**src/rtl/axi_lite_ipif_bridge_pkg.sv**
```systemverilog
// Shared definitions for the AXI4-Lite to IPIF bridge: response codes,
// FSM state encoding and the acknowledge-timeout counter width.
package axi_lite_ipif_bridge_pkg;

    localparam logic [1:0] RESP_OKAY   = 2'b00;
    localparam logic [1:0] RESP_SLVERR = 2'b10;
    localparam logic [1:0] RESP_DECERR = 2'b11;

    localparam int TMO_W = 10;

    typedef enum logic [1:0] {
        ST_IDLE  = 2'd0,
        ST_XFER  = 2'd1,
        ST_WRESP = 2'd2,
        ST_RRESP = 2'd3
    } state_t;

endpackage

```
**src/rtl/axi_lite_ipif_bridge_if.sv**
```systemverilog
// AXI4-Lite slave channels plus the IPIF request/acknowledge signals.
// The bridge uses the slave view; the interconnect/register side uses master.
interface axi_lite_ipif_bridge_if #(
    parameter int ADDR_W = 32,
    parameter int DATA_W = 32
);
    logic [ADDR_W-1:0]   S_AXI_AWADDR;
    logic                S_AXI_AWVALID;
    logic                S_AXI_AWREADY;
    logic [DATA_W-1:0]   S_AXI_WDATA;
    logic [DATA_W/8-1:0] S_AXI_WSTRB;
    logic                S_AXI_WVALID;
    logic                S_AXI_WREADY;
    logic [1:0]          S_AXI_BRESP;
    logic                S_AXI_BVALID;
    logic                S_AXI_BREADY;
    logic [ADDR_W-1:0]   S_AXI_ARADDR;
    logic                S_AXI_ARVALID;
    logic                S_AXI_ARREADY;
    logic [DATA_W-1:0]   S_AXI_RDATA;
    logic [1:0]          S_AXI_RRESP;
    logic                S_AXI_RVALID;
    logic                S_AXI_RREADY;

    logic [ADDR_W-1:0]   Bus2IP_Addr;
    logic                Bus2IP_CS;
    logic                Bus2IP_RNW;
    logic [DATA_W-1:0]   Bus2IP_Data;
    logic [DATA_W/8-1:0] Bus2IP_BE;
    logic [DATA_W-1:0]   IP2Bus_Data;
    logic                IP2Bus_RdAck;
    logic                IP2Bus_WrAck;
    logic                IP2Bus_Error;

    modport slave (
        input  S_AXI_AWADDR, S_AXI_AWVALID, S_AXI_WDATA, S_AXI_WSTRB, S_AXI_WVALID,
               S_AXI_BREADY, S_AXI_ARADDR, S_AXI_ARVALID, S_AXI_RREADY,
               IP2Bus_Data, IP2Bus_RdAck, IP2Bus_WrAck, IP2Bus_Error,
        output S_AXI_AWREADY, S_AXI_WREADY, S_AXI_BRESP, S_AXI_BVALID,
               S_AXI_ARREADY, S_AXI_RDATA, S_AXI_RRESP, S_AXI_RVALID,
               Bus2IP_Addr, Bus2IP_CS, Bus2IP_RNW, Bus2IP_Data, Bus2IP_BE
    );

    modport master (
        output S_AXI_AWADDR, S_AXI_AWVALID, S_AXI_WDATA, S_AXI_WSTRB, S_AXI_WVALID,
               S_AXI_BREADY, S_AXI_ARADDR, S_AXI_ARVALID, S_AXI_RREADY,
               IP2Bus_Data, IP2Bus_RdAck, IP2Bus_WrAck, IP2Bus_Error,
        input  S_AXI_AWREADY, S_AXI_WREADY, S_AXI_BRESP, S_AXI_BVALID,
               S_AXI_ARREADY, S_AXI_RDATA, S_AXI_RRESP, S_AXI_RVALID,
               Bus2IP_Addr, Bus2IP_CS, Bus2IP_RNW, Bus2IP_Data, Bus2IP_BE
    );
endinterface

```
**src/rtl/axi_lite_ipif_bridge.sv**
```systemverilog
// AXI4-Lite slave to single-beat IPIF bridge: address decode, read/write
// arbitration, acknowledge timeout and AXI response generation.
module axi_lite_ipif_bridge
    import axi_lite_ipif_bridge_pkg::*;
#(
    parameter int                            C_S_AXI_DATA_WIDTH = 32,
    parameter int                            C_S_AXI_ADDR_WIDTH = 32,
    parameter logic [C_S_AXI_ADDR_WIDTH-1:0] C_BASEADDR         = 32'hFFFF_FFFF,
    parameter logic [C_S_AXI_ADDR_WIDTH-1:0] C_HIGHADDR         = 32'h0000_0000,
    parameter int                            C_TIMEOUT          = 64
) (
    input logic S_AXI_ACLK,
    input logic S_AXI_ARESET,
    axi_lite_ipif_bridge_if.slave bus
);

    localparam int                BE_W     = C_S_AXI_DATA_WIDTH / 8;
    localparam logic [TMO_W-1:0]  TMO_LAST = TMO_W'(C_TIMEOUT - 1);

    state_t                          state_q, state_d;
    logic                            last_was_read_q, last_was_read_d;
    logic                            cs_q, cs_d;
    logic                            rnw_q, rnw_d;
    logic [C_S_AXI_ADDR_WIDTH-1:0]   addr_q, addr_d;
    logic [C_S_AXI_DATA_WIDTH-1:0]   data_q, data_d;
    logic [BE_W-1:0]                 be_q, be_d;
    logic [1:0]                      resp_q, resp_d;
    logic [C_S_AXI_DATA_WIDTH-1:0]   rdata_q, rdata_d;
    logic [TMO_W-1:0]                cnt_q, cnt_d;

    logic                            wr_req, rd_req, grant_rd, grant_wr, ack, decoded;
    logic [C_S_AXI_ADDR_WIDTH-1:0]   req_addr;

    // Grants are only offered from IDLE; on a tie the side that lost last time wins.
    always_comb begin
        wr_req   = bus.S_AXI_AWVALID && bus.S_AXI_WVALID;
        rd_req   = bus.S_AXI_ARVALID;
        grant_rd = (state_q == ST_IDLE) && !S_AXI_ARESET && rd_req
                   && (!wr_req || !last_was_read_q);
        grant_wr = (state_q == ST_IDLE) && !S_AXI_ARESET && wr_req && !grant_rd;
        req_addr = grant_rd ? bus.S_AXI_ARADDR : bus.S_AXI_AWADDR;
        decoded  = (req_addr >= C_BASEADDR) && (req_addr <= C_HIGHADDR);
        ack      = rnw_q ? bus.IP2Bus_RdAck : bus.IP2Bus_WrAck;
    end

    always_comb begin
        state_d         = state_q;
        last_was_read_d = last_was_read_q;
        cs_d            = cs_q;
        rnw_d           = rnw_q;
        addr_d          = addr_q;
        data_d          = data_q;
        be_d            = be_q;
        resp_d          = resp_q;
        rdata_d         = rdata_q;
        cnt_d           = cnt_q;
        case (state_q)
            ST_IDLE: begin
                if (grant_rd || grant_wr) begin
                    last_was_read_d = grant_rd;
                    rnw_d           = grant_rd;
                    addr_d          = req_addr;
                    be_d            = grant_rd ? '1 : bus.S_AXI_WSTRB;
                    cnt_d           = '0;
                    if (grant_wr) data_d = bus.S_AXI_WDATA;
                    if (decoded) begin
                        cs_d    = 1'b1;
                        state_d = ST_XFER;
                    end else begin
                        resp_d  = RESP_DECERR;
                        rdata_d = '0;
                        state_d = grant_rd ? ST_RRESP : ST_WRESP;
                    end
                end
            end
            ST_XFER: begin
                // An ack arriving on the terminal count still completes normally.
                if (ack) begin
                    cs_d    = 1'b0;
                    resp_d  = bus.IP2Bus_Error ? RESP_SLVERR : RESP_OKAY;
                    rdata_d = rnw_q ? bus.IP2Bus_Data : '0;
                    state_d = rnw_q ? ST_RRESP : ST_WRESP;
                end else if (cnt_q == TMO_LAST) begin
                    cs_d    = 1'b0;
                    resp_d  = RESP_SLVERR;
                    rdata_d = '0;
                    state_d = rnw_q ? ST_RRESP : ST_WRESP;
                end else begin
                    cnt_d = cnt_q + 1'b1;
                end
            end
            ST_WRESP: if (bus.S_AXI_BREADY) state_d = ST_IDLE;
            ST_RRESP: if (bus.S_AXI_RREADY) state_d = ST_IDLE;
            default:  state_d = ST_IDLE;
        endcase
    end

    always_ff @(posedge S_AXI_ACLK) begin
        if (S_AXI_ARESET) begin
            state_q         <= ST_IDLE;
            last_was_read_q <= 1'b0;
            cs_q            <= 1'b0;
            rnw_q           <= 1'b1;
            addr_q          <= '0;
            data_q          <= '0;
            be_q            <= '0;
            resp_q          <= RESP_OKAY;
            rdata_q         <= '0;
            cnt_q           <= '0;
        end else begin
            state_q         <= state_d;
            last_was_read_q <= last_was_read_d;
            cs_q            <= cs_d;
            rnw_q           <= rnw_d;
            addr_q          <= addr_d;
            data_q          <= data_d;
            be_q            <= be_d;
            resp_q          <= resp_d;
            rdata_q         <= rdata_d;
            cnt_q           <= cnt_d;
        end
    end

    // The strobe drops in the ack cycle so a registered-ack slave sees one request.
    assign bus.Bus2IP_CS     = cs_q & ~(bus.IP2Bus_RdAck | bus.IP2Bus_WrAck);
    assign bus.Bus2IP_RNW    = rnw_q;
    assign bus.Bus2IP_Addr   = addr_q;
    assign bus.Bus2IP_Data   = data_q;
    assign bus.Bus2IP_BE     = be_q;
    assign bus.S_AXI_AWREADY = grant_wr;
    assign bus.S_AXI_WREADY  = grant_wr;
    assign bus.S_AXI_ARREADY = grant_rd;
    assign bus.S_AXI_BVALID  = (state_q == ST_WRESP);
    assign bus.S_AXI_BRESP   = resp_q;
    assign bus.S_AXI_RVALID  = (state_q == ST_RRESP);
    assign bus.S_AXI_RRESP   = resp_q;
    assign bus.S_AXI_RDATA   = rdata_q;

endmodule
```
**src/flat_wrapper.sv**
```systemverilog
// flat-port wrapper written by rule: the top's interface ports become plain ports
module axi_lite_ipif_bridge_flat import axi_lite_ipif_bridge_pkg::*;
#(
    parameter int                            C_S_AXI_DATA_WIDTH = 32,
    parameter int                            C_S_AXI_ADDR_WIDTH = 32,
    parameter logic [C_S_AXI_ADDR_WIDTH-1:0] C_BASEADDR         = 32'hFFFF_FFFF,
    parameter logic [C_S_AXI_ADDR_WIDTH-1:0] C_HIGHADDR         = 32'h0000_0000,
    parameter int                            C_TIMEOUT          = 64
)
  (S_AXI_ACLK, S_AXI_ARESET, bus_S_AXI_AWADDR, bus_S_AXI_AWVALID, bus_S_AXI_WDATA, bus_S_AXI_WSTRB, bus_S_AXI_WVALID, bus_S_AXI_BREADY, bus_S_AXI_ARADDR, bus_S_AXI_ARVALID, bus_S_AXI_RREADY, bus_IP2Bus_Data, bus_IP2Bus_RdAck, bus_IP2Bus_WrAck, bus_IP2Bus_Error, bus_S_AXI_AWREADY, bus_S_AXI_WREADY, bus_S_AXI_BRESP, bus_S_AXI_BVALID, bus_S_AXI_ARREADY, bus_S_AXI_RDATA, bus_S_AXI_RRESP, bus_S_AXI_RVALID, bus_Bus2IP_Addr, bus_Bus2IP_CS, bus_Bus2IP_RNW, bus_Bus2IP_Data, bus_Bus2IP_BE);
  axi_lite_ipif_bridge_if bus_i ();
  input logic S_AXI_ACLK;
  input logic S_AXI_ARESET;
  input wire logic [$bits(bus_i.S_AXI_AWADDR)-1:0] bus_S_AXI_AWADDR;
  input wire logic [$bits(bus_i.S_AXI_AWVALID)-1:0] bus_S_AXI_AWVALID;
  input wire logic [$bits(bus_i.S_AXI_WDATA)-1:0] bus_S_AXI_WDATA;
  input wire logic [$bits(bus_i.S_AXI_WSTRB)-1:0] bus_S_AXI_WSTRB;
  input wire logic [$bits(bus_i.S_AXI_WVALID)-1:0] bus_S_AXI_WVALID;
  input wire logic [$bits(bus_i.S_AXI_BREADY)-1:0] bus_S_AXI_BREADY;
  input wire logic [$bits(bus_i.S_AXI_ARADDR)-1:0] bus_S_AXI_ARADDR;
  input wire logic [$bits(bus_i.S_AXI_ARVALID)-1:0] bus_S_AXI_ARVALID;
  input wire logic [$bits(bus_i.S_AXI_RREADY)-1:0] bus_S_AXI_RREADY;
  input wire logic [$bits(bus_i.IP2Bus_Data)-1:0] bus_IP2Bus_Data;
  input wire logic [$bits(bus_i.IP2Bus_RdAck)-1:0] bus_IP2Bus_RdAck;
  input wire logic [$bits(bus_i.IP2Bus_WrAck)-1:0] bus_IP2Bus_WrAck;
  input wire logic [$bits(bus_i.IP2Bus_Error)-1:0] bus_IP2Bus_Error;
  output wire logic [$bits(bus_i.S_AXI_AWREADY)-1:0] bus_S_AXI_AWREADY;
  output wire logic [$bits(bus_i.S_AXI_WREADY)-1:0] bus_S_AXI_WREADY;
  output wire logic [$bits(bus_i.S_AXI_BRESP)-1:0] bus_S_AXI_BRESP;
  output wire logic [$bits(bus_i.S_AXI_BVALID)-1:0] bus_S_AXI_BVALID;
  output wire logic [$bits(bus_i.S_AXI_ARREADY)-1:0] bus_S_AXI_ARREADY;
  output wire logic [$bits(bus_i.S_AXI_RDATA)-1:0] bus_S_AXI_RDATA;
  output wire logic [$bits(bus_i.S_AXI_RRESP)-1:0] bus_S_AXI_RRESP;
  output wire logic [$bits(bus_i.S_AXI_RVALID)-1:0] bus_S_AXI_RVALID;
  output wire logic [$bits(bus_i.Bus2IP_Addr)-1:0] bus_Bus2IP_Addr;
  output wire logic [$bits(bus_i.Bus2IP_CS)-1:0] bus_Bus2IP_CS;
  output wire logic [$bits(bus_i.Bus2IP_RNW)-1:0] bus_Bus2IP_RNW;
  output wire logic [$bits(bus_i.Bus2IP_Data)-1:0] bus_Bus2IP_Data;
  output wire logic [$bits(bus_i.Bus2IP_BE)-1:0] bus_Bus2IP_BE;
  assign bus_i.S_AXI_AWADDR = bus_S_AXI_AWADDR;
  assign bus_i.S_AXI_AWVALID = bus_S_AXI_AWVALID;
  assign bus_i.S_AXI_WDATA = bus_S_AXI_WDATA;
  assign bus_i.S_AXI_WSTRB = bus_S_AXI_WSTRB;
  assign bus_i.S_AXI_WVALID = bus_S_AXI_WVALID;
  assign bus_i.S_AXI_BREADY = bus_S_AXI_BREADY;
  assign bus_i.S_AXI_ARADDR = bus_S_AXI_ARADDR;
  assign bus_i.S_AXI_ARVALID = bus_S_AXI_ARVALID;
  assign bus_i.S_AXI_RREADY = bus_S_AXI_RREADY;
  assign bus_i.IP2Bus_Data = bus_IP2Bus_Data;
  assign bus_i.IP2Bus_RdAck = bus_IP2Bus_RdAck;
  assign bus_i.IP2Bus_WrAck = bus_IP2Bus_WrAck;
  assign bus_i.IP2Bus_Error = bus_IP2Bus_Error;
  assign bus_S_AXI_AWREADY = bus_i.S_AXI_AWREADY;
  assign bus_S_AXI_WREADY = bus_i.S_AXI_WREADY;
  assign bus_S_AXI_BRESP = bus_i.S_AXI_BRESP;
  assign bus_S_AXI_BVALID = bus_i.S_AXI_BVALID;
  assign bus_S_AXI_ARREADY = bus_i.S_AXI_ARREADY;
  assign bus_S_AXI_RDATA = bus_i.S_AXI_RDATA;
  assign bus_S_AXI_RRESP = bus_i.S_AXI_RRESP;
  assign bus_S_AXI_RVALID = bus_i.S_AXI_RVALID;
  assign bus_Bus2IP_Addr = bus_i.Bus2IP_Addr;
  assign bus_Bus2IP_CS = bus_i.Bus2IP_CS;
  assign bus_Bus2IP_RNW = bus_i.Bus2IP_RNW;
  assign bus_Bus2IP_Data = bus_i.Bus2IP_Data;
  assign bus_Bus2IP_BE = bus_i.Bus2IP_BE;
  axi_lite_ipif_bridge #(.C_S_AXI_DATA_WIDTH(C_S_AXI_DATA_WIDTH), .C_S_AXI_ADDR_WIDTH(C_S_AXI_ADDR_WIDTH), .C_BASEADDR(C_BASEADDR), .C_HIGHADDR(C_HIGHADDR), .C_TIMEOUT(C_TIMEOUT)) u_core (.S_AXI_ACLK(S_AXI_ACLK), .S_AXI_ARESET(S_AXI_ARESET), .bus(bus_i));
endmodule
```
**config.mk**
```make
export PLATFORM = sky130hd
export DESIGN_NAME = axi_lite_ipif_bridge_flat
export DESIGN_NICKNAME = d
export VERILOG_FILES = /design/src/rtl/axi_lite_ipif_bridge_pkg.sv /design/src/rtl/axi_lite_ipif_bridge_if.sv /design/src/rtl/axi_lite_ipif_bridge.sv /design/src/flat_wrapper.sv
export SDC_FILE = /design/constraint.sdc
export NUM_CORES = 1
export LEC_CHECK = 0
export BUFFER_PORTS_ARGS = -buffer_cell sky130_fd_sc_hd__buf_2
export CORE_MARGIN = 10
export CORE_UTILIZATION = 47
export CTS_CLUSTER_DIAMETER = 30
export CTS_CLUSTER_SIZE = 25
export DETAILED_ROUTE_END_ITERATION = 16
export PLACE_DENSITY = 0.9
export SYNTH_ARGS = -nofsm -noshare
export SYNTH_HDL_FRONTEND = slang
export SYNTH_SLANG_ARGS = --single-unit
```
**constraint.sdc**
```tcl
create_clock -name S_AXI_ACLK -period 3.8 [get_ports S_AXI_ACLK]
set_input_delay 0.19 -clock S_AXI_ACLK [delete_from_list [all_inputs] [get_ports S_AXI_ACLK]]
set_output_delay 0.19 -clock S_AXI_ACLK [all_outputs]
set_load 0.01 [all_outputs]
```
==> results.json, run 1 <==
{
  "status": "finished, final reports clean",
  "final_nets": 1018,
  "crit_buf_inv": 2,
  "antenna_found_initial": 7,
  "clock-root-buffer": "clkbuf_8",
  "cts_buffers": 17,
  "die_x_microns": 118,
  "grt_pass1_vias": 5968,
  "clock_latency_ps": 500,
  "initial_core_util": 0.483,
  "ys_seq_area_frac": 0.523,
  "ant_nets": 0,
  "gp_congestion": 0.878,
  "dr_total_vias": 5597,
  "syn_nets": 650,
  "slew_viol_final": 0,
  "dp_cells": 854,
  "clkTransAtPathRegs_ps": 70,
  "cellPowerDensity_nw_per_um2": 454,
  "fin_cells": 1025,
  "routedWlPerCell_microns": 19.9,
  "drc": 0,
  "min_period_ps": 3060,
  "worstMarginPinSlew_ps": 1230,
  "end_kind": "flop",
  "post-dp-hpwl_microns": 11400,
  "syn_area_sq_um": 4480,
  "hp-class": "in -> reg",
  "r2r_slack_ps": 740,
  "crit_start": "u_core.state_q[0]",
  "arrival_ps": 3500,
  "firstDrtPassIters": 6,
  "cts_tree": "built",
  "finalClockSkew_ps": 12.3,
  "ys_ff_latch": 117,
  "syn_to_final_growth_pct": 71.0,
  "worstReg2RegEnd": "u_core.bus.Bus2IP_Addr[9]",
  "yosys_warnings": 0,
  "wl_microns": 20400,
  "cts_setup_buffers": 0,
  "final_common_cell": "buf_2",
  "io_pins": 253,
  "drv_cap": 0,
  "cp-start-kind": "flop",
  "reg2reg_depth": 6,
  "setup_viol": 0,
  "synth_cell_types": 47,
  "overflow": 0,
  "clock.fmax_mhz": 327,
  "grt_pass1_wl_microns": 31700,
  "crit_family": "buffers and inverters",
  "synth-edff-count": 0,
  "synth_ff_type": "dfxtp_1",
  "cp_cell_sequence": "nor3_4 > and2_2 > buf_4 > nor2_1 > a311oi_1 > dlygate4sd3_1",
  "syn_avg_cell_area_sq_um": 8.84,
  "routed_via_density": 5.46,
  "die_h_microns": 118,
  "gr-usage-all-layers": 0.281,
  "coreArea_sq_um": 9280,
  "reg2reg_from": "u_core.state_q[0]",
  "critical-path-slowest-cell": "dlygate4sd3_1",
  "rows": 35,
  "io_buffer_count": 252,
  "dieArea_sq_um": 13800,
  "critPathRequiredTime_ps": 4240,
  "async_flop_share": 0,
  "path_depth": 6,
  "timing.final.crit_share": 0.806,
  "drt_iter0_drc": 665,
  "grt_max_degree": 79,
  "worstSetupEndpoint": "u_core.bus.Bus2IP_Addr[9]",
  "cp_max_fo": 64,
  "clock-sinks": 117,
  "drive_above_1_share": 0.348,
  "slowest_delay_ps": 620,
  "worstSetupPathType": "reg -> reg",
  "fin_tns_setup_ps": 0,
  "cts_htree_levels": 4,
  "rsz0062_at_grt": "false",
  "cts_max_path_buffers": 2,
  "syn_inst": 507,
  "layout_common_cells": "buf_2, nand2_1, dlygate4sd3_1",
  "post_cts_resize_count": 0,
  "relSlewSlack": 0.181,
  "hold_violations": 0,
  "leakage_nw": 3.59,
  "cts_hold_buf": 131,
  "max-vdd-ir-drop_mv": 0.431
}
flip-flops by register name, indices dropped and copies added (netlist names):
signal and flops:
u_core.bus.Bus2IP_Addr 32, u_core.bus.Bus2IP_BE 4, u_core.bus.Bus2IP_Data 32, u_core.bus.Bus2IP_RNW 1, u_core.bus.S_AXI_BRESP 2, u_core.bus.S_AXI_RDATA 32
u_core.cnt_q 10, u_core.cs_q 1, u_core.last_was_read_q 1, u_core.state_q 2
how the worst min path moves through the flow:
stage,start,endpoint,slack (ps),depth (start not counted)
floorplan,bus_IP2Bus_Data[0],u_core.bus.S_AXI_RDATA[0],320,1
global placement,bus_IP2Bus_Data[0],u_core.bus.S_AXI_RDATA[0],400,2
detailed placement,bus_IP2Bus_Data[13],u_core.bus.S_AXI_RDATA[13],400,2
CTS,bus_IP2Bus_RdAck,u_core.bus.S_AXI_RDATA[31],7,3
global route,bus_IP2Bus_RdAck,u_core.bus.S_AXI_RDATA[31],10,3
finish,bus_IP2Bus_RdAck,u_core.bus.S_AXI_RDATA[31],30,3
Yosys cell counts (all sizes together) (3+ instances only):
master / n / area share
a22o: 31 / 0.061
o22ai: 4 / 0.0056
nor2: 45 / 0.038
nor3: 8 / 0.013
clkbuf: 19 / 0.016
xor2: 3 / 0.0059
o21ai: 3 / 0.0033
buf: 20 / 0.024
inv: 4 / 0.0034
dfxtp: 117 / 0.52
a311oi: 32 / 0.063
nand2: 137 / 0.12
a21oi: 43 / 0.051
nand3: 9 / 0.011
power breakdown:
part	switching (mW)	leakage (nW)	internal [mW]
clock	0.605	0.271	0.909
combinational	0.320	2.37	0.293
sequential	0.0529	0.952	1.30
final cells by class:
cell class	instances	area, sq um
Antenna cell	8	20.0
Clock buffer	19	442
Clock inverter	13	124
Fill cell	548	1620
Inverter	4	15.0
Multi-Input combinational cell	347	1950
Sequential cell	117	2340
Tap cell	129	161
Timing Repair Buffer	388	2610
metrics by stage:
| step | worst slack [ps] | instance area [sq um] | hold slack, ps | total power [mW] | utilization |
|---|---|---|---|---|---|
| floorplan | 2060 | 4480 | 316 | 1.62 | - |
| global placement | 1670 | 5770 | 400 | 1.79 | 0.621 |
| detailed placement | 1500 | 5770 | 404 | 1.81 | 0.621 |
| CTS | 1100 | 7650 | 6.64 | 3.44 | 0.824 |
| global route | 671 | 7660 | 10.4 | 3.61 | 0.825 |
| finish | 738 | 7670 | 30.5 | 3.48 | 0.826 |
per-layer routing:
metal / track usage / vias to the layer above / routed length, microns
met1: 0.269 / 2611 / 6850
met5: 0 / - / 0
li1: - / 2520 / -
met4: 0.219 / 0 / 1390
met3: 0.0676 / 102 / 1350
met2: 0.508 / 364 / 10800
tightest hold or removal path, delay by kind of cell:
kind / cells / cell delay [ps]
compound gates: 1 / 60
buf+inv: 1 / 130
simple gates: 1 / 90
kinds of logic (layout without fill, tap and decap cells):
logic type               Yosys count  after routing  synth area share
XOR/XNOR                           4              4           0.00782
AO/OA/AOI/OAI                    123            123             0.203
AND/OR/NAND/NOR                  216            216             0.213
flip-flops                       117            117             0.523
buffers and inverters             43            424            0.0436
adder cells (fa/ha/maj)            1              1           0.00279
other                              0              8                 0
multiplexers                       3              3           0.00782
(Power assumes the default switching activity.)
==> run 2: changes to the inputs <==
--- a/config.mk
+++ b/config.mk
@@ -5,13 +5,14 @@
 export SDC_FILE = /design/constraint.sdc
 export NUM_CORES = 1
 export LEC_CHECK = 0
+export ABC_AREA = 1
 export BUFFER_PORTS_ARGS = -buffer_cell sky130_fd_sc_hd__buf_2
 export CORE_MARGIN = 10
-export CORE_UTILIZATION = 47
+export CORE_UTILIZATION = 41
 export CTS_CLUSTER_DIAMETER = 30
 export CTS_CLUSTER_SIZE = 25
 export DETAILED_ROUTE_END_ITERATION = 16
-export PLACE_DENSITY = 0.9
+export PLACE_DENSITY = 0.81
 export SYNTH_ARGS = -nofsm -noshare
 export SYNTH_HDL_FRONTEND = slang
 export SYNTH_SLANG_ARGS = --single-unit
==> constraint.sdc (replaced) <==
create_clock -name S_AXI_ACLK -period 2.5 [get_ports S_AXI_ACLK]
set_input_delay 0.125 -clock S_AXI_ACLK [delete_from_list [all_inputs] [get_ports S_AXI_ACLK]]
set_output_delay 0.125 -clock S_AXI_ACLK [all_outputs]
set_load 0.01 [all_outputs]
==> run 2 against run 1 <==
Effect of this change:
- cell count up 14%
- total power up 84%
- sequential share of layout area up 0.22 points
- wire length down 9.2%
- critical path depth up 3
- clock skew down 3.7 ps
- maximum frequency up 45%
- clock-buffer cell count up 2
- flip-flop and latch count unchanged
- sequential power up 66%
- largest cell class is now registers
- cell area down 0.72%
==> results.json, run 2 <==
{
  "drt_iter0_drc": 319,
  "r2r_slack_ps": 390,
  "min-delay-start": "bus_S_AXI_AWADDR[13]",
  "syn_area_sq_um": 4980,
  "drive_above_1_share": 0.329,
  "coreArea_sq_um": 12000,
  "final_nets": 1150,
  "antenna_found_initial": 5,
  "cts_max_path_buffers": 2,
  "reg2reg_from": "u_core.state_q[0]",
  "worstMarginPinSlew_ps": 722,
  "post-dp-hpwl_microns": 11700,
  "end_kind": "flop",
  "dieArea_sq_um": 17000,
  "finalClockSkew_ps": 8.63,
  "worstReg2RegEnd": "u_core.bus.Bus2IP_Addr[21]",
  "reg2reg_depth": 9,
  "firstDrtPassIters": 5,
  "gp_congestion": 0.864,
  "status": "finished, final reports clean",
  "async_flop_share": 0,
  "overflow": 0,
  "syn_nets": 845,
  "ys_ff_latch": 117,
  "wl_microns": 18500,
  "io_pins": 253,
  "synth_cell_types": 25,
  "setup_viol": 0,
  "io_buffer_count": 252,
  "critPathRequiredTime_ps": 2790,
  "hp-class": "in -> reg",
  "arrival_ps": 2410,
  "drc": 0,
  "syn_avg_cell_area_sq_um": 7.09,
  "final_area_sq_um": 7610,
  "synth_area_leaders": "dfxtp_1, nand2_1, nand3_1, nor2_1, a21oi_1",
  "cts_setup_buffers": 0,
  "cts_tree": "built",
  "synth_top_area_cell": "dfxtp_1",
  "clock_latency_ps": 410,
  "grt_max_degree": 75,
  "cts_hold_buf": 70,
  "layout_common_cells": "buf_2, nand2_1, dfxtp_1",
  "ys_seq_area_frac": 0.470,
  "grt_pass1_wl_microns": 28600,
  "ys_top_cells_by_count": "nand2_1, dfxtp_1, nand3_1",
  "cts_htree_levels": 4,
  "cellPowerDensity_nw_per_um2": 840,
  "yosys_warnings": 0,
  "syn_to_final_growth_pct": 52.8,
  "yosysMostFrequentCell": "nand2_1",
  "syn_inst": 702,
  "rows": 40,
  "dp_cells": 1065,
  "clock-sinks": 117,
  "grt_pass1_vias": 5679,
  "slew_viol_final": 0,
  "ant_nets": 0,
  "die_x_microns": 130,
  "die_h_microns": 130,
  "post_cts_resize_count": 0,
  "fin_tns_setup_ps": 0,
  "whs_ps": 20.3,
  "worstSetupPathType": "reg -> reg",
  "place_area_sq_um": 6280,
  "rsz0062_at_grt": "false",
  "clock.fmax_mhz": 473,
  "clkTransAtPathRegs_ps": 60,
  "initial_core_util": 0.416,
  "hold_violations": 0,
  "relSlewSlack": 0.519,
  "gr-usage-all-layers": 0.211,
  "fin_cells": 1170,
  "dr_total_vias": 5762,
  "timing.final.crit_share": 0.846,
  "routed_via_density": 4.92,
  "synth-edff-count": 0,
  "yosysTopAreaCellShare": 0.470,
  "cp_max_fo": 34,
  "min_to": "u_core.bus.Bus2IP_Addr[13]",
  "cp-start-kind": "flop",
  "cts_buffers": 17,
  "min_period_ps": 2110,
  "holdPathStages": 5,
  "drv_cap": 0,
  "max-vdd-ir-drop_mv": 0.489,
  "routedWlPerCell_microns": 15.8,
  "final_common_cell": "buf_2",
  "clock-root-buffer": "clkbuf_16",
  "synth_ff_type": "dfxtp_1",
  "leakage_nw": 3.98
}
-- run 2: cell families (layout without fill, tap and decap cells) --
logic type / Yosys count / count (layout) / synth area share
AND/OR/NAND/NOR: 397 / 397 / 0.350
flip-flops: 117 / 117 / 0.470
XOR/XNOR: 4 / 4 / 0.00704
adder cells (fa/ha/maj): 1 / 1 / 0.00251
AO/OA/AOI/OAI: 84 / 84 / 0.0877
buffers and inverters: 99 / 417 / 0.0824
other: 0 / 3 / 0
-- run 2: how the worst max path moves through the flow --
stage	from	to	slack (ps)	cells after the start
floorplan	u_core.cnt_q[0]	u_core.bus.S_AXI_RDATA[21]	910	9
global placement	u_core.cnt_q[0]	u_core.state_q[1]	500	9
detailed placement	u_core.state_q[0]	u_core.bus.Bus2IP_Addr[5]	430	9
CTS	u_core.state_q[0]	u_core.bus.Bus2IP_Addr[21]	380	9
global route	u_core.state_q[0]	u_core.bus.Bus2IP_Addr[27]	190	9
finish	u_core.state_q[0]	u_core.bus.Bus2IP_Addr[21]	390	9
-- run 2: per-layer routing --
metal	share of wire	global-route usage
met5	0.0016	0
met4	0.017	0.0820
met3	0.12	0.0937
met2	0.49	0.349
met1	0.37	0.234
-- run 2: cell type report --
class	count	area, sq um
antenna	3	7.51
inverter	55	206
fill	1016	4350
multi-input combinational	486	2230
timing repair buffer	330	2020
clock inverter	11	149
sequential	117	2340
tap	147	184
clock buffer	21	470
-- run 2: critical path, cell delays in order (launching register included) --
cell and delay (ps):
dfxtp_1 370, nor2_2 200, nand3_2 160, a21oi_4 190, buf_4 360, inv_2 340
nand2_1 150, nand3_1 70, nand3_1 90, inv_1 60
-- run 2: where the power goes --
group          internal, mW  leakage (nW)  switching (mW)
sequential             2.11         0.955           0.136
combinational         0.667          2.73           0.970
clock                  1.65         0.296           0.864
total                  4.42          3.98            1.97
-- run 2: stage by stage --
stage,power (mW),util,setup WS [ps]
5_1_grt,6.74,0.636,194
4_1_cts,6.42,0.636,384
2_1_floorplan,3.24,-,908
6_report,6.39,0.636,386
3_3_place_gp,3.79,0.525,501
3_5_place_dp,3.81,0.525,432
==> run 3: changes to the inputs <==
--- a/config.mk
+++ b/config.mk
@@ -8,11 +8,11 @@
 export ABC_AREA = 1
 export BUFFER_PORTS_ARGS = -buffer_cell sky130_fd_sc_hd__buf_2
 export CORE_MARGIN = 10
-export CORE_UTILIZATION = 41
+export CORE_UTILIZATION = 46
 export CTS_CLUSTER_DIAMETER = 30
 export CTS_CLUSTER_SIZE = 25
 export DETAILED_ROUTE_END_ITERATION = 16
-export PLACE_DENSITY = 0.81
+export PLACE_DENSITY = 0.86
 export SYNTH_ARGS = -nofsm -noshare
 export SYNTH_HDL_FRONTEND = slang
 export SYNTH_SLANG_ARGS = --single-unit
==> constraint.sdc (replaced) <==
create_clock -name S_AXI_ACLK -period 2.06 [get_ports S_AXI_ACLK]
set_input_delay 0.103 -clock S_AXI_ACLK [delete_from_list [all_inputs] [get_ports S_AXI_ACLK]]
set_output_delay 0.103 -clock S_AXI_ACLK [all_outputs]
set_load 0.01 [all_outputs]
==> run 3 against run 2 <==
Effect of this change:
- utilization grew 16 points
- cell area grew 9.4%
- die area shrank 9.2%
- critical path depth shrank 4
- clock skew shrank 1.9 ps
- flip-flop and latch count is the same
- clock-buffer cell count shrank 3
- first-iteration DRC count grew 120%
- non-clock buffer count grew 70
- critical path type is now reg -> out
- critical endpoint is now bus_S_AXI_ARREADY
- largest cell class is now non-clock buffers
==> results.json, run 3 (synthesized netlist as in run 2, its figures left out) <==
{
  "end_kind": "primary output",
  "top_usage_layer": "met2",
  "slew_viol_final": 0,
  "worstMarginPinSlew_ps": 623,
  "rsz0062_at_grt": "false",
  "multi_input_area_sq_um": 2240,
  "final_nets": 1220,
  "drc": 0,
  "final_area_sq_um": 8330,
  "status": "finished, final reports clean",
  "cts_tree": "built",
  "dr_total_vias": 6556,
  "overflow": 0,
  "min_period_ps": 1930,
  "cts_buffers": 17,
  "clock-sinks": 117,
  "antenna_found_initial": 3,
  "grt_pass1_vias": 6731,
  "pwr-share-comb": 0.281,
  "rows": 37,
  "grt_max_degree": 56,
  "whs_ps": 29.0,
  "final_common_cell": "buf_2",
  "drive_above_1_share": 0.317,
  "hp-class": "in -> reg",
  "register_area_sq_um": 2340,
  "power.internal_mw": 5.41,
  "cp_max_fo": 34,
  "clock.fmax_mhz": 519,
  "fin_cells": 1231,
  "critPathRequiredTime_ps": 1960,
  "fin_tns_setup_ps": 0,
  "relSlewSlack": 0.584,
  "die_h_microns": 124,
  "routed_via_density": 5.33,
  "wl_microns": 23000,
  "arrival_ps": 1830,
  "place_area_sq_um": 6340,
  "leakage_nw": 4.30,
  "gr-usage-all-layers": 0.287,
  "io_pins": 253,
  "io_buffer_count": 252,
  "seqPwrFrac": 0.336,
  "p_sw_frac": 0.335,
  "grt_pass1_wl_microns": 34900,
  "hold_violations": 0,
  "cts_max_path_buffers": 2,
  "place_ws_ps": 156,
  "cellPowerDensity_nw_per_um2": 977,
  "clock-root-buffer": "clkbuf_8",
  "syn_to_final_growth_pct": 67.3,
  "fill_cells": 577,
  "ant_nets": 0,
  "max-vdd-ir-drop_mv": 0.643,
  "clock_latency_ps": 520,
  "initial_core_util": 0.478,
  "worstSetupPathType": "reg -> out",
  "drv_cap": 0,
  "dp_cells": 1060,
  "setup_viol": 0,
  "firstDrtPassIters": 5,
  "die_x_microns": 124,
  "grt_use_met2": 0.468,
  "cts_htree_levels": 4,
  "layout_setup_ws_ps": 132,
  "dieArea_sq_um": 15400,
  "use_met3": 0.120,
  "gp_congestion": 0.874,
  "coreArea_sq_um": 10400,
  "grt_use_met1": 0.310,
  "routedWlPerCell_microns": 18.7,
  "cp-start-kind": "flop",
  "drt_iter0_drc": 686,
  "pwr-share-clk": 0.383,
  "layout_common_cells": "buf_2, nand2_1, dlygate4sd3_1",
  "p_sw_mw": 2.73,
  "clkTransAtPathRegs_ps": 60,
  "finalClockSkew_ps": 6.73,
  "timing.final.crit_share": 0.936,
  "post-dp-hpwl_microns": 12000
}
[run 3: through the flow]
step           power (mW)   util
5_1_grt              8.46  0.799
2_1_floorplan        3.93      -
3_3_place_gp         4.63  0.609
6_report             8.14  0.800
4_1_cts              7.95  0.797
3_5_place_dp         4.66  0.609
[run 3: layout make-up]
cell class / instances / area share
Timing Repair Buffer: 400 / 0.329
Sequential cell: 117 / 0.281
Multi-Input combinational cell: 486 / 0.269
Clock buffer: 18 / 0.0514
Inverter: 55 / 0.0248
Clock inverter: 14 / 0.0225
Tap cell: 136 / 0.0204
Antenna cell: 5 / 0.00150
[run 3: path summary, 6_finish.rpt]
| check | startpoint | endpoint | slack (ps) | depth (start not counted) |
|---|---|---|---|---|
| worst max-delay path | u_core.state_q[0] | bus_S_AXI_ARREADY | 130 | 5 |
| worst min-delay path | bus_S_AXI_BREADY | u_core.state_q[1] | 30 | 6 |
| worst max register to register | u_core.cnt_q[1] | u_core.bus.S_AXI_RDATA[7] | 180 | 9 |
| worst min register to register | u_core.cs_q | u_core.cs_q | 480 | 2 |
[run 3: power by group through the flow]
stage                     sequential [mW]  combinational [mW]  clock [mW]
after floorplan                      2.87                1.06           0
after global placement               2.74                1.90           0
after detailed placement             2.75                1.92           0
after CTS                            2.71                2.13        3.12
after global routing                 2.76                2.47        3.23
final                                2.74                2.28        3.12
[run 3: layer usage]
| metal | up-vias | wire length, microns |
|---|---|---|
| met2 | 492 | 10900 |
| met5 | - | 0 |
| met4 | 0 | 965 |
| met3 | 86 | 3100 |
| met1 | 2983 | 8040 |
| li1 | 2995 | - |
[run 3: worst max-delay path, stage by stage (launching register included)]
cell and delay [ps]:
dfxtp_1 360, nor2_2 170, nand3_2 140, a21oi_4 230, buf_12 220, buf_2 170
[run 3: timing repair]
item	in CTS	in global routing
pin swaps	1	0
buffers inserted	1	0
gates resized for setup	2	4
hold buffers	133	0
cloned	0	0
endpoints found under the hold margin	101	0
setup endpoints to repair	2	18
